<file path="config.mk">
export PLATFORM = sky130hd
export DESIGN_NAME = asteroid_scheduler
export DESIGN_NICKNAME = d
export VERILOG_FILES = /design/src/rtl/asteroid_pkg.sv /design/src/rtl/sprite_lfsr.sv /design/src/rtl/asteroid_scheduler.sv
export SDC_FILE = /design/constraint.sdc
export NUM_CORES = 1
export LEC_CHECK = 0
export ABC_AREA = 1
export CAP_MARGIN = 20
export CORE_ASPECT_RATIO = 0.6
export CORE_UTILIZATION = 40
export CTS_CLUSTER_SIZE = 14
export DETAILED_ROUTE_END_ITERATION = 10
export PLACE_DENSITY = 0.69
export SETUP_SLACK_MARGIN = 0.02
export SLEW_MARGIN = 20
export SYNTH_ARGS = -nofsm -noshare
export SYNTH_HDL_FRONTEND = slang
export SYNTH_SLANG_ARGS = --single-unit
</file>
<file path="constraint.sdc">
create_clock -name clk -period 2.2 [get_ports clk]
set_clock_uncertainty 0.1 [all_clocks]
set_input_delay 0.44 -clock clk [delete_from_list [all_inputs] [get_ports clk]]
set_output_delay 0.44 -clock clk [all_outputs]
set_load 0.03 [all_outputs]
</file>
<file path="src/rtl/asteroid_pkg.sv">
// Shared constants and types for the asteroid table controller.
package asteroid_pkg;

   localparam int unsigned ASTEROID_COUNT = 8;
   localparam int unsigned ADDR_W         = 10;
   localparam int unsigned SLOT_W         = $clog2(ASTEROID_COUNT);

   // Sprite-select code width and table entry field positions.
   localparam int unsigned ENTITY_SIZE = 3;
   localparam int unsigned LIVE_BIT    = 33;

   // Non-zero LFSR start value; also the first sprite code after reset.
   localparam logic [ENTITY_SIZE-1:0] LFSR_SEED = 3'b001;

   typedef enum logic [1:0] {
      StArb,
      StDel,
      StSpwn,
      StCool
   } sched_state_e;

endpackage

</file>
<file path="src/rtl/sprite_lfsr.sv">
// 3-bit maximal-length LFSR (x^3 + x^2 + 1) producing sprite-select codes.
module sprite_lfsr
   import asteroid_pkg::*;
(
   input  logic                   clk_i,
   input  logic                   rst_i,
   input  logic                   seed_load_i,
   input  logic [ENTITY_SIZE-1:0] seed_i,
   input  logic                   advance_i,
   output logic [ENTITY_SIZE-1:0] value_o
);

   logic [ENTITY_SIZE-1:0] lfsr_q, lfsr_d;

   // Next value: reload from seed (zero is locked out), or shift in the tap XOR.
   always_comb begin
      lfsr_d = lfsr_q;
      if (seed_load_i) begin
         lfsr_d = (seed_i == '0) ? LFSR_SEED : seed_i;
      end else if (advance_i) begin
         lfsr_d = {lfsr_q[1:0], lfsr_q[2] ^ lfsr_q[1]};
      end
   end

   // State register, async reset to the fixed seed.
   always_ff @(posedge clk_i or posedge rst_i) begin
      if (rst_i) begin
         lfsr_q <= LFSR_SEED;
      end else begin
         lfsr_q <= lfsr_d;
      end
   end

   assign value_o = lfsr_q;

endmodule

</file>
<file path="src/rtl/asteroid_scheduler.sv">
// Asteroid table sequencer: arbitrates collision deletes, paces spawns and
// movement to video frames, and issues at most one table command per cycle.
module asteroid_scheduler
   import asteroid_pkg::*;
#(
   parameter int unsigned SPAWN_FRAMES = 60,
   parameter int unsigned MOVE_DIV     = 2
) (
   input  logic                      clk,
   input  logic                      reset_n,
   input  logic                      frame_start,
   input  logic                      game_en,
   input  logic [ASTEROID_COUNT-1:0] alive_mask,
   input  logic                      bullet_hit_valid,
   input  logic [ADDR_W-1:0]         bullet_hit_addr,
   output logic                      bullet_hit_ready,
   input  logic                      ship_hit_valid,
   input  logic [ADDR_W-1:0]         ship_hit_addr,
   output logic                      ship_hit_ready,
   output logic                      delete_asteroid,
   output logic [ADDR_W-1:0]         asteroid_address,
   output logic                      spawn_en,
   output logic [ENTITY_SIZE-1:0]    entity_byte,
   output logic                      move_tick,
   output logic [7:0]                kill_count
);

   localparam int unsigned FRAME_W = (SPAWN_FRAMES > 1) ? $clog2(SPAWN_FRAMES) : 1;
   localparam int unsigned MOVE_W  = (MOVE_DIV > 1) ? $clog2(MOVE_DIV) : 1;
   localparam logic [FRAME_W-1:0] FRAME_LAST = FRAME_W'(SPAWN_FRAMES - 1);
   localparam logic [MOVE_W-1:0]  MOVE_LAST  = MOVE_W'(MOVE_DIV - 1);

   sched_state_e        state_q, state_d;
   logic                bullet_pend_q, bullet_pend_d;
   logic [ADDR_W-1:0]   bullet_addr_q, bullet_addr_d;
   logic                ship_pend_q, ship_pend_d;
   logic [ADDR_W-1:0]   ship_addr_q, ship_addr_d;
   logic                last_ship_q, last_ship_d;   // 0: bullet was granted last
   logic                grant_ship_q, grant_ship_d; // source served by the DEL cycle
   logic                spawn_due_q, spawn_due_d;
   logic [FRAME_W-1:0]  frame_cnt_q, frame_cnt_d;
   logic [MOVE_W-1:0]   move_cnt_q, move_cnt_d;
   logic                move_tick_q, move_tick_d;
   logic [7:0]          kill_q, kill_d;

   logic                bullet_accept, ship_accept;
   logic [ADDR_W-1:0]   grant_addr;
   logic                target_ok, in_del, issue_del, table_full, frame_tick;
   logic [ENTITY_SIZE-1:0] lfsr_value;

   assign bullet_accept = bullet_hit_valid && !bullet_pend_q;
   assign ship_accept   = ship_hit_valid && !ship_pend_q;
   assign grant_addr    = grant_ship_q ? ship_addr_q : bullet_addr_q;
   assign target_ok     = (grant_addr < ADDR_W'(ASTEROID_COUNT)) &&
                          alive_mask[grant_addr[SLOT_W-1:0]];
   assign in_del        = (state_q == StDel);
   assign issue_del     = in_del && target_ok;
   assign table_full    = &alive_mask;
   assign frame_tick    = frame_start && game_en;

   sprite_lfsr u_sprite_lfsr (
      .clk_i       (clk),
      .rst_i       (reset_n),
      .seed_load_i (1'b0),
      .seed_i      (LFSR_SEED),
      .advance_i   (state_q == StSpwn),
      .value_o     (lfsr_value)
   );

   // Command FSM with round-robin delete grant. COOL arbitrates like ARB so
   // back-to-back commands land two cycles apart, but never issues itself.
   always_comb begin
      state_d      = state_q;
      grant_ship_d = grant_ship_q;
      last_ship_d  = last_ship_q;
      unique case (state_q)
         StArb, StCool: begin
            if (bullet_pend_q || ship_pend_q) begin
               state_d = StDel;
               if (bullet_pend_q && ship_pend_q) begin
                  grant_ship_d = !last_ship_q;
               end else begin
                  grant_ship_d = ship_pend_q;
               end
               last_ship_d = grant_ship_d;
            end else if (spawn_due_q && game_en && !table_full) begin
               state_d = StSpwn;
            end else begin
               state_d = StArb;
            end
         end
         StDel:   state_d = StCool;
         StSpwn:  state_d = StCool;
         default: state_d = StArb;
      endcase
   end

   // Request holding slots and kill counter; a slot frees when its DEL cycle ends.
   always_comb begin
      bullet_pend_d = bullet_pend_q;
      bullet_addr_d = bullet_addr_q;
      ship_pend_d   = ship_pend_q;
      ship_addr_d   = ship_addr_q;
      kill_d        = kill_q;
      if (in_del && !grant_ship_q) bullet_pend_d = 1'b0;
      if (in_del && grant_ship_q)  ship_pend_d   = 1'b0;
      if (bullet_accept) begin
         bullet_pend_d = 1'b1;
         bullet_addr_d = bullet_hit_addr;
      end
      if (ship_accept) begin
         ship_pend_d = 1'b1;
         ship_addr_d = ship_hit_addr;
      end
      if (issue_del && !grant_ship_q && (kill_q != 8'hFF)) begin
         kill_d = kill_q + 8'd1;
      end
   end

   // Frame-paced spawn request and movement tick; a new spawn_due beats the clear.
   always_comb begin
      frame_cnt_d = frame_cnt_q;
      spawn_due_d = spawn_due_q;
      move_cnt_d  = move_cnt_q;
      move_tick_d = 1'b0;
      if (state_q == StSpwn) spawn_due_d = 1'b0;
      if (frame_tick) begin
         if (frame_cnt_q == FRAME_LAST) begin
            frame_cnt_d = '0;
            spawn_due_d = 1'b1;
         end else begin
            frame_cnt_d = frame_cnt_q + FRAME_W'(1);
         end
         if (move_cnt_q == MOVE_LAST) begin
            move_cnt_d  = '0;
            move_tick_d = 1'b1;
         end else begin
            move_cnt_d = move_cnt_q + MOVE_W'(1);
         end
      end
   end

   // State registers, async active-high reset.
   always_ff @(posedge clk or posedge reset_n) begin
      if (reset_n) begin
         state_q       <= StArb;
         bullet_pend_q <= 1'b0;
         bullet_addr_q <= '0;
         ship_pend_q   <= 1'b0;
         ship_addr_q   <= '0;
         last_ship_q   <= 1'b0;
         grant_ship_q  <= 1'b0;
         spawn_due_q   <= 1'b0;
         frame_cnt_q   <= '0;
         move_cnt_q    <= '0;
         move_tick_q   <= 1'b0;
         kill_q        <= '0;
      end else begin
         state_q       <= state_d;
         bullet_pend_q <= bullet_pend_d;
         bullet_addr_q <= bullet_addr_d;
         ship_pend_q   <= ship_pend_d;
         ship_addr_q   <= ship_addr_d;
         last_ship_q   <= last_ship_d;
         grant_ship_q  <= grant_ship_d;
         spawn_due_q   <= spawn_due_d;
         frame_cnt_q   <= frame_cnt_d;
         move_cnt_q    <= move_cnt_d;
         move_tick_q   <= move_tick_d;
         kill_q        <= kill_d;
      end
   end

   assign bullet_hit_ready = !bullet_pend_q;
   assign ship_hit_ready   = !ship_pend_q;
   assign delete_asteroid  = issue_del;
   assign asteroid_address = issue_del ? grant_addr : '0;
   assign spawn_en         = (state_q == StSpwn);
   assign entity_byte      = lfsr_value;
   assign move_tick        = move_tick_q;
   assign kill_count       = kill_q;

endmodule

</file>
==> summary by stage, run 1 <==
Critical path
The critical path class is reg2out. The top fanout value on the critical path is 8. In this run the worst setup path terminates at asteroid_address[0]. For the worst flop-to-flop path, the logic depth is 19.

The critical path startpoint category is a register. The data required time at the worst endpoint is between 1.5 and 2 ns. In this run the critical register-to-register path is captured at kill_count[7].

The worst register-to-register path begins at grant_ship_q. Setup slack on the worst reg-to-reg path comes out at -0.16 ns. The worst setup path is captured at an output port. In this run the worst setup path begins at grant_ship_q. Data on the critical path arrives at its endpoint at 1.90 ns.

Logic synthesis
The sequential fraction of the synthesis area is a little under half. After synthesis, the share of cell area in mux cells is 5.57%. The instance count of the mapped netlist is roughly 300. After Yosys synthesis, full adders, half adders and majority gates account for under 10% of the synthesized area. Summing the areas of all and, or, nand and nor instances in the mapped netlist gives about 28% of the synthesized area.

The average instance area after synthesis is 8.06 µm². The complex-gate fraction of the synthesized area is around 6.2%. The cell type contributing the most total cell area after synthesis is dfrtp_1. By area the synthesized netlist is led by dfrtp_1, nand2_1, inv_1. Synthesis instantiated 27 different standard cells from the library. The cell area after synthesis is around 2400 µm². After Yosys synthesis, XOR and XNOR cells account for under 10% of the synthesized area. The flip-flop and latch count after synthesis is 45.

The synthesized design devotes to its leading area cell type between 40% and 50% of total area. Yosys printed 0 warnings. The dominant combinational cell family by area after synthesis is simple AND/OR/NAND/NOR gates.

Floorplanning
The core region is around 5700 µm². The horizontal die dimension is slightly above 100 µm. The count of pins on the block boundary is 60. The initial standard-cell utilization of the core is around 43%. The floorplan row count is 21. The area enclosed by the die boundary is 6390 µm². The floorplan step set the die height to a little over 60 µm.

GRT
The total global routing track utilization is 19.9%. The initial antenna violation count was 0. The via count of the first global-routing pass is between 2,000 and 2,500.

The fraction of met3 tracks used by global routing is 4.50%. The met2 track demand over resource is about 29%. The maximum number of pins on one net before global-route repair is 18.

The first global-routing pass estimated between 9 and 10 mm of wire. The global-route layer with the greatest usage is met1. Global routing finished with a remaining overflow of 0.

Global routing consumed, on the met1 layer, between 20% and 30% of the routing resources.

Pwr
The static leakage is ~1.7 nW. The part of the total power dissipated in sequential elements is 32.2%. The internal power summed over all cells is between 0.002 and 0.003 W. For this design the ratio of total power to cell area is around 1200 nW/µm².

Overall power consumption after layout is estimated at 0.00414 W. The worst voltage drop across the vdd grid is ~0.00060 V. The proportion of total power due to net switching is around two fifths. The net switching component of the power is 0.00162 W. In this run, the clock network consumes 15.8% of the power.

The power share of the combinational group is 52.1%.

Drt
The detailed-route wire length per cell is between 10 and 15 µm. The number of remaining DRC errors is 0. For this run, the detailed router's first-pass iteration total came to 4. The via count of the routed design is between 2,000 and 2,500.

The final layout contains routed wiring with a total length of just under 6 mm. The vias per cell is 4.74. The count of nets left with antenna violations once routing finished came out at 0. The initial DRC count is 90.

Clock network
Clock-pin slew was measured on the worst setup and hold paths at 0.09 ns. The clock drives 45 sinks. The cell at the root of the clock tree is clkbuf_8.

The number of H-tree branching levels is 2. For this design, the CTS-stage hold fixing added 0 buffers. The clock latency at the later pin of the worst-skew pair is roughly 0.3 ns. The TritonCTS clock tree is yes. The buffer levels on the longest clock path is 2.

TritonCTS created 5 clock buffers.

Placed design
Port buffering added 52 buffers. The global placement routability congestion is 0.804. After detailed placement, the total cell area comes to 3140 µm². The sum of net half-perimeters after detailed placement is 4.32 mm. Counting tap cells, the placed design contains a total of 445 instances.

STA
The final max-slew violation count is 0. For the pin with the worst max-slew slack, the measured transition is approximately 0.53 ns. In this run the tightest slew margin relative to its limit is around 65%. Setup repair after global routing could not meet its margin everywhere. The achievable frequency is a little over 400 MHz. The total count of hold-check failures in the final report is 0. In the final timing run, aggregate negative setup slack is -1.03 ns. After layout, the minimum clock period comes to around 2.4 ns. In the post-route analysis, the smallest setup slack over all paths is -0.238 ns.

In the finished design, the share of the clock period the worst path needs comes to 111%. The number of endpoints failing setup at the final stage is 5.

Final layout
The number of inserted filler cells in the final layout is just under 500. The commonest non-fill, non-tap cell in the layout is nand2_1. The finished cells cover about 3500 µm². The top cell types in the final layout, fill and taps aside, are nand2_1, clkdlybuf4s50_1, dfrtp_1. For this run, the post-layout net count is ~420. The number of standard cells in the final layout excluding fillers is ~470. The fraction of layout cells with a size suffix above 1 is approximately a quarter. The post-synthesis to final-layout area growth is 43.6%. The number of antenna repair diodes is 0.

Status
The flow ran to the end, but the final reports show violations. The checks that failed: negative setup slack.

Min path
The class of the tightest hold or removal check is in2async.

Run
The number of maximum-capacitance constraint violations is 0.
-- layout make-up --
class | count | area (µm²) | share of cell area [%]
clock buffer | 7 | 86.3 | 2.48
clock inverter | 1 | 30.0 | 0.862
inverter | 38 | 148 | 4.24
sequential | 45 | 1130 | 32.4
timing repair buffer | 84 | 795 | 22.8
multi-input combinational | 211 | 1200 | 34.3
tap | 80 | 100 | 2.87
-- power by group through the flow --
stage | clock (W) | combinational (W) | sequential [W]
after floorplan | 0 | 0.00116 | 0.00127
after global placement | 0 | 0.00168 | 0.00130
after detailed placement | 0 | 0.00171 | 0.00131
after CTS | 0.000659 | 0.00208 | 0.00133
after global routing | 0.000703 | 0.00239 | 0.00137
final | 0.000652 | 0.00216 | 0.00133
-- logic make-up after synthesis --
family / count (synthesis)
AOI/OAI and AO/OA: 29
DFF: 45
and+or+nand+nor: 154
buffers and inverters: 51
adders and majority gates: 4
xor gates and xnor gates: 5
muxes: 12
other: 1
-- state kept, by name, indices dropped and copies added, names as in the netlist --
signal                 count
bullet_addr_q             10
ship_addr_q               10
kill_count                 8
frame_cnt_q                6
u_sprite_lfsr.value_o      3
state_q                    2
bullet_pend_q              1
grant_ship_q               1
move_cnt_q                 1
move_tick                  1
ship_pend_q                1
spawn_due_q                1
-- per-stage QoR --
stage / setup WS (ns) / util, % / hold WS, ns
detailed placement: -0.161 / 55.1 / 0.381
CTS: -0.224 / 60.6 / 0.311
global route: -0.343 / 61.1 / 0.317
finish: -0.238 / 61.1 / 0.299
global placement: -0.109 / 55.1 / 0.377
floorplan: 0.0219 / - / 0.350
-- how the worst min path moves through the flow --
stage                startpoint             end  slack (ns)  depth (start not counted)
floorplan           spawn_due_q     spawn_due_q        0.35                          2
global placement    spawn_due_q     spawn_due_q        0.38                          2
detailed placement  spawn_due_q     spawn_due_q        0.38                          2
CTS                     reset_n  ship_addr_q[5]        0.31                          2
global route            reset_n  frame_cnt_q[5]        0.32                          2
finish                  reset_n  frame_cnt_q[5]        0.30                          2
-- metal layers --
layer | part of all wire [%] | vias up
li1 | - | 1128
met4 | 0.54 | 0
met1 | 51 | 1013
met2 | 43 | 62
met5 | 0 | -
met3 | 5.3 | 5
-- synth_stat cells (all sizes together) --
| cell | n |
|---|---|
| dfrtp | 44 |
| mux2 | 12 |
| xor2 | 4 |
| nand2 | 85 |
| and2 | 1 |
| inv | 38 |
| o21ai | 13 |
| nand3 | 18 |
| xnor2 | 1 |
| a21oi | 14 |
| nor2 | 34 |
| buf | 10 |
| ha | 4 |
| nand4 | 13 |
| nand3b | 1 |
| clkbuf | 3 |
| conb | 1 |
| nor3 | 2 |
| a31oi | 1 |
| dfstp | 1 |
| o2111ai | 1 |
-- critical path, stage by stage (launching register included) --
cell and delay [ns]:
dfrtp_2 0.48, buf_12 0.17, nand2_4 0.05, nand3_2 0.06, nand3b_1 0.20, nor2_4 0.15, nand2_2 0.07, nor2_4 0.13
inv_2 0.07, nor2_4 0.08, buf_6 0.13
-- repair_timing --
item / 4_1_cts / 5_1_grt
pin swaps: 9 / 4
setup endpoints to repair: 5 / 12
hold endpoints to repair: 0 / 0
cloned: 1 / 0
resized for setup: 32 / 10
buffers inserted: 10 / 2
No activity file was read; power rests on OpenSTA's default activity.
==> run 2, diff against run 1 <==
Settings changed: SETUP_SLACK_MARGIN 0.02 to 0.2.
==> summary by stage, run 2 (synthesized netlist as in run 1, its figures left out) <==
Status
The run finished, with violations left. The checks that failed: negative setup slack.

Critical path
For the worst setup path, the data required time is 1.66 ns. The critical path is of the reg2out type. The top fanout value on the critical path is 10. The kind of end point of the critical path is an output port.

The worst endpoint data arrival time is 1.91 ns. STA classifies the critical path startpoint as a register.

Floorplanning
The initial standard-cell utilization of the core is between 40% and 50%. The count of pins on the block boundary is 60. The floorplan row count is 21. In this run the horizontal extent of the chip is a little over 100 µm. The floorplan step defined a core boundary enclosing 5700 µm². The area enclosed by the die boundary is 6390 µm². The die extent in y is around 62 µm.

Min path
The tightest min-delay check is of the in2async type.

Drt
The initial DRC count is around 130. The post-detailed-route count of antenna-violating nets is 0. In the final routed layout, each cell accounts on average for about 12 µm.

The routed layout has ~2,200 vias. The aggregate routed wire length is ~5.5 mm. The vias per cell is 4.74. The first-pass iteration count of the detailed router is 4.

The number of remaining DRC errors is 0.

Pwr
The static leakage is ~1.7 nW. The worst voltage drop across the vdd grid is roughly 0.00044 V. The power density over cell area is ~1100 nW/µm².

Clock network
Buffers inserted during clock tree synthesis total 5. Clock-pin slew was measured on the worst setup and hold paths at about 0.080 ns. The H-tree was split into 2 levels. The clock latency at the later pin of the worst-skew pair is 0.30 ns. The TritonCTS clock tree is yes. Clock tree synthesis found a total of 45 sinks. The cell at the root of the clock tree is clkbuf_8. The clock passes through at most 2 buffers.

STA
The total count of hold-check failures in the final report came to 0. Setup repair after global routing could not meet its margin everywhere. The post-route worst setup slack is -0.247 ns. In this run the tightest slew margin relative to its limit is 60.9%. At the pin with the least slew margin, the transition time is around 0.6 ns.

The number of endpoints failing setup at the final stage is 4. The final max-slew violation count is 0. The final critical path takes up 111% of the cycle. The shortest period the worst path allows is about 2.4 ns. For this run, the top clock speed supported by timing is 409 MHz.

Final layout
The library cell used most frequently in the layout, excluding fill and tap cells, is nand2_1. The fraction of layout cells with a size suffix above 1 is 22.8%. The number of inserted filler cells in the final layout is 509. For this run, the post-layout net count is a little over 400. Cells fill 59.0% of the core in the end. The number of standard cells in the final layout excluding fillers is 457. In the layout the commonest cells are nand2_1, dfrtp_1, clkdlybuf4s50_1. The number of antenna diodes in the final layout is 0. Relative to the synthesized area, the layout overhead comes to 38.6%.

GRT
Entering global routing, the biggest net connects 32 pins. The via count of the first global-routing pass was around 1,900. The leftover overflow at the end of global routing is 0. Global routing used ~18% of the available tracks across all layers.

The initial antenna violation count was 0. The global-route wire length before repair is ~9 mm.

Placed design
The sum of net half-perimeters after detailed placement is about 4.3 mm. The post-place setup slack is -0.141 ns. The global placement routability congestion is approximately 0.81. After detailed placement, the design holds a cell count of about 450. The count of port buffers added during placement is between 50 and 60.

Run
Across the run, the number of max-cap violations was 0.
==> run 2: worst paths after layout <==
kind | start | to | slack [ns] | cells past startpoint
max | grant_ship_q | asteroid_address[0] | -0.25 | 10
min | reset_n | kill_count[5] | 0.35 | 3
max reg2reg | grant_ship_q | kill_count[3] | 0.26 | 12
min reg2reg | spawn_due_q | spawn_due_q | 0.40 | 2
max in group asynchronous | reset_n | u_sprite_lfsr.value_o[0] | 1.24 | 3
min in group clk | spawn_due_q | spawn_due_q | 0.40 | 2
==> run 2: through the flow <==
step | hold WS [ns] | cell area, µm² | total power, W | setup TNS [ns]
global route | 0.367 | 3360 | 0.00401 | -1.28
CTS | 0.351 | 3270 | 0.00359 | -0.777
floorplan | 0.350 | 2480 | 0.00243 | 0
finish | 0.347 | 3360 | 0.00371 | -0.853
global placement | 0.378 | 3140 | 0.00299 | -0.292
detailed placement | 0.377 | 3140 | 0.00304 | -0.420
==> run 2: worst max-delay path, cell delays in order (launching register included) <==
cell,delay (ns)
dfrtp_2,0.46
buf_12,0.16
nand2_2,0.07
nand3_2,0.08
nand3b_1,0.18
nor2_2,0.17
nand2_2,0.08
nor2_4,0.11
inv_2,0.07
nor2_4,0.10
buf_6,0.13
==> run 2: timing repair <==
action,CTS,global route
pin swaps,2,2
buffers inserted,1,3
hold buffers,0,0
setup endpoints to repair,15,13
gates cloned,0,0
gates resized for setup,18,24
==> run 2: cell type report <==
class | instances | area, µm² | area share, %
sequential | 45 | 1130 | 33.6
inverter | 38 | 148 | 4.39
clock buffer | 8 | 90.1 | 2.68
timing repair buffer | 75 | 714 | 21.2
multi-input combinational | 211 | 1180 | 35.2
tap | 80 | 100 | 2.98
==> run 2: power by group <==
| part | internal, W | switching, W | total, W |
|---|---|---|---|
| combinational | 0.000833 | 0.00104 | 0.00187 |
| sequential | 0.00111 | 0.000201 | 0.00131 |
| clock | 0.000256 | 0.000262 | 0.000519 |
==> run 2: per-layer routing <==
layer	global-route usage, %	up-vias	routed length, µm	part of all wire (%)
li1	-	1106	-	-
met1	27.4	993	2790	51
met2	25.9	67	2340	43
met3	4.17	2	333	6.1
met4	5.89	0	17	0.31
met5	0	-	0	0
==> run 3, diff against run 2 <==
Settings changed: ABC_CLOCK_PERIOD_IN_PS set to 2200, CTS_CLUSTER_DIAMETER set to 30.
==> results of run 3 <==
The final DEF is identical to that of run 2; final timing and power are the same.
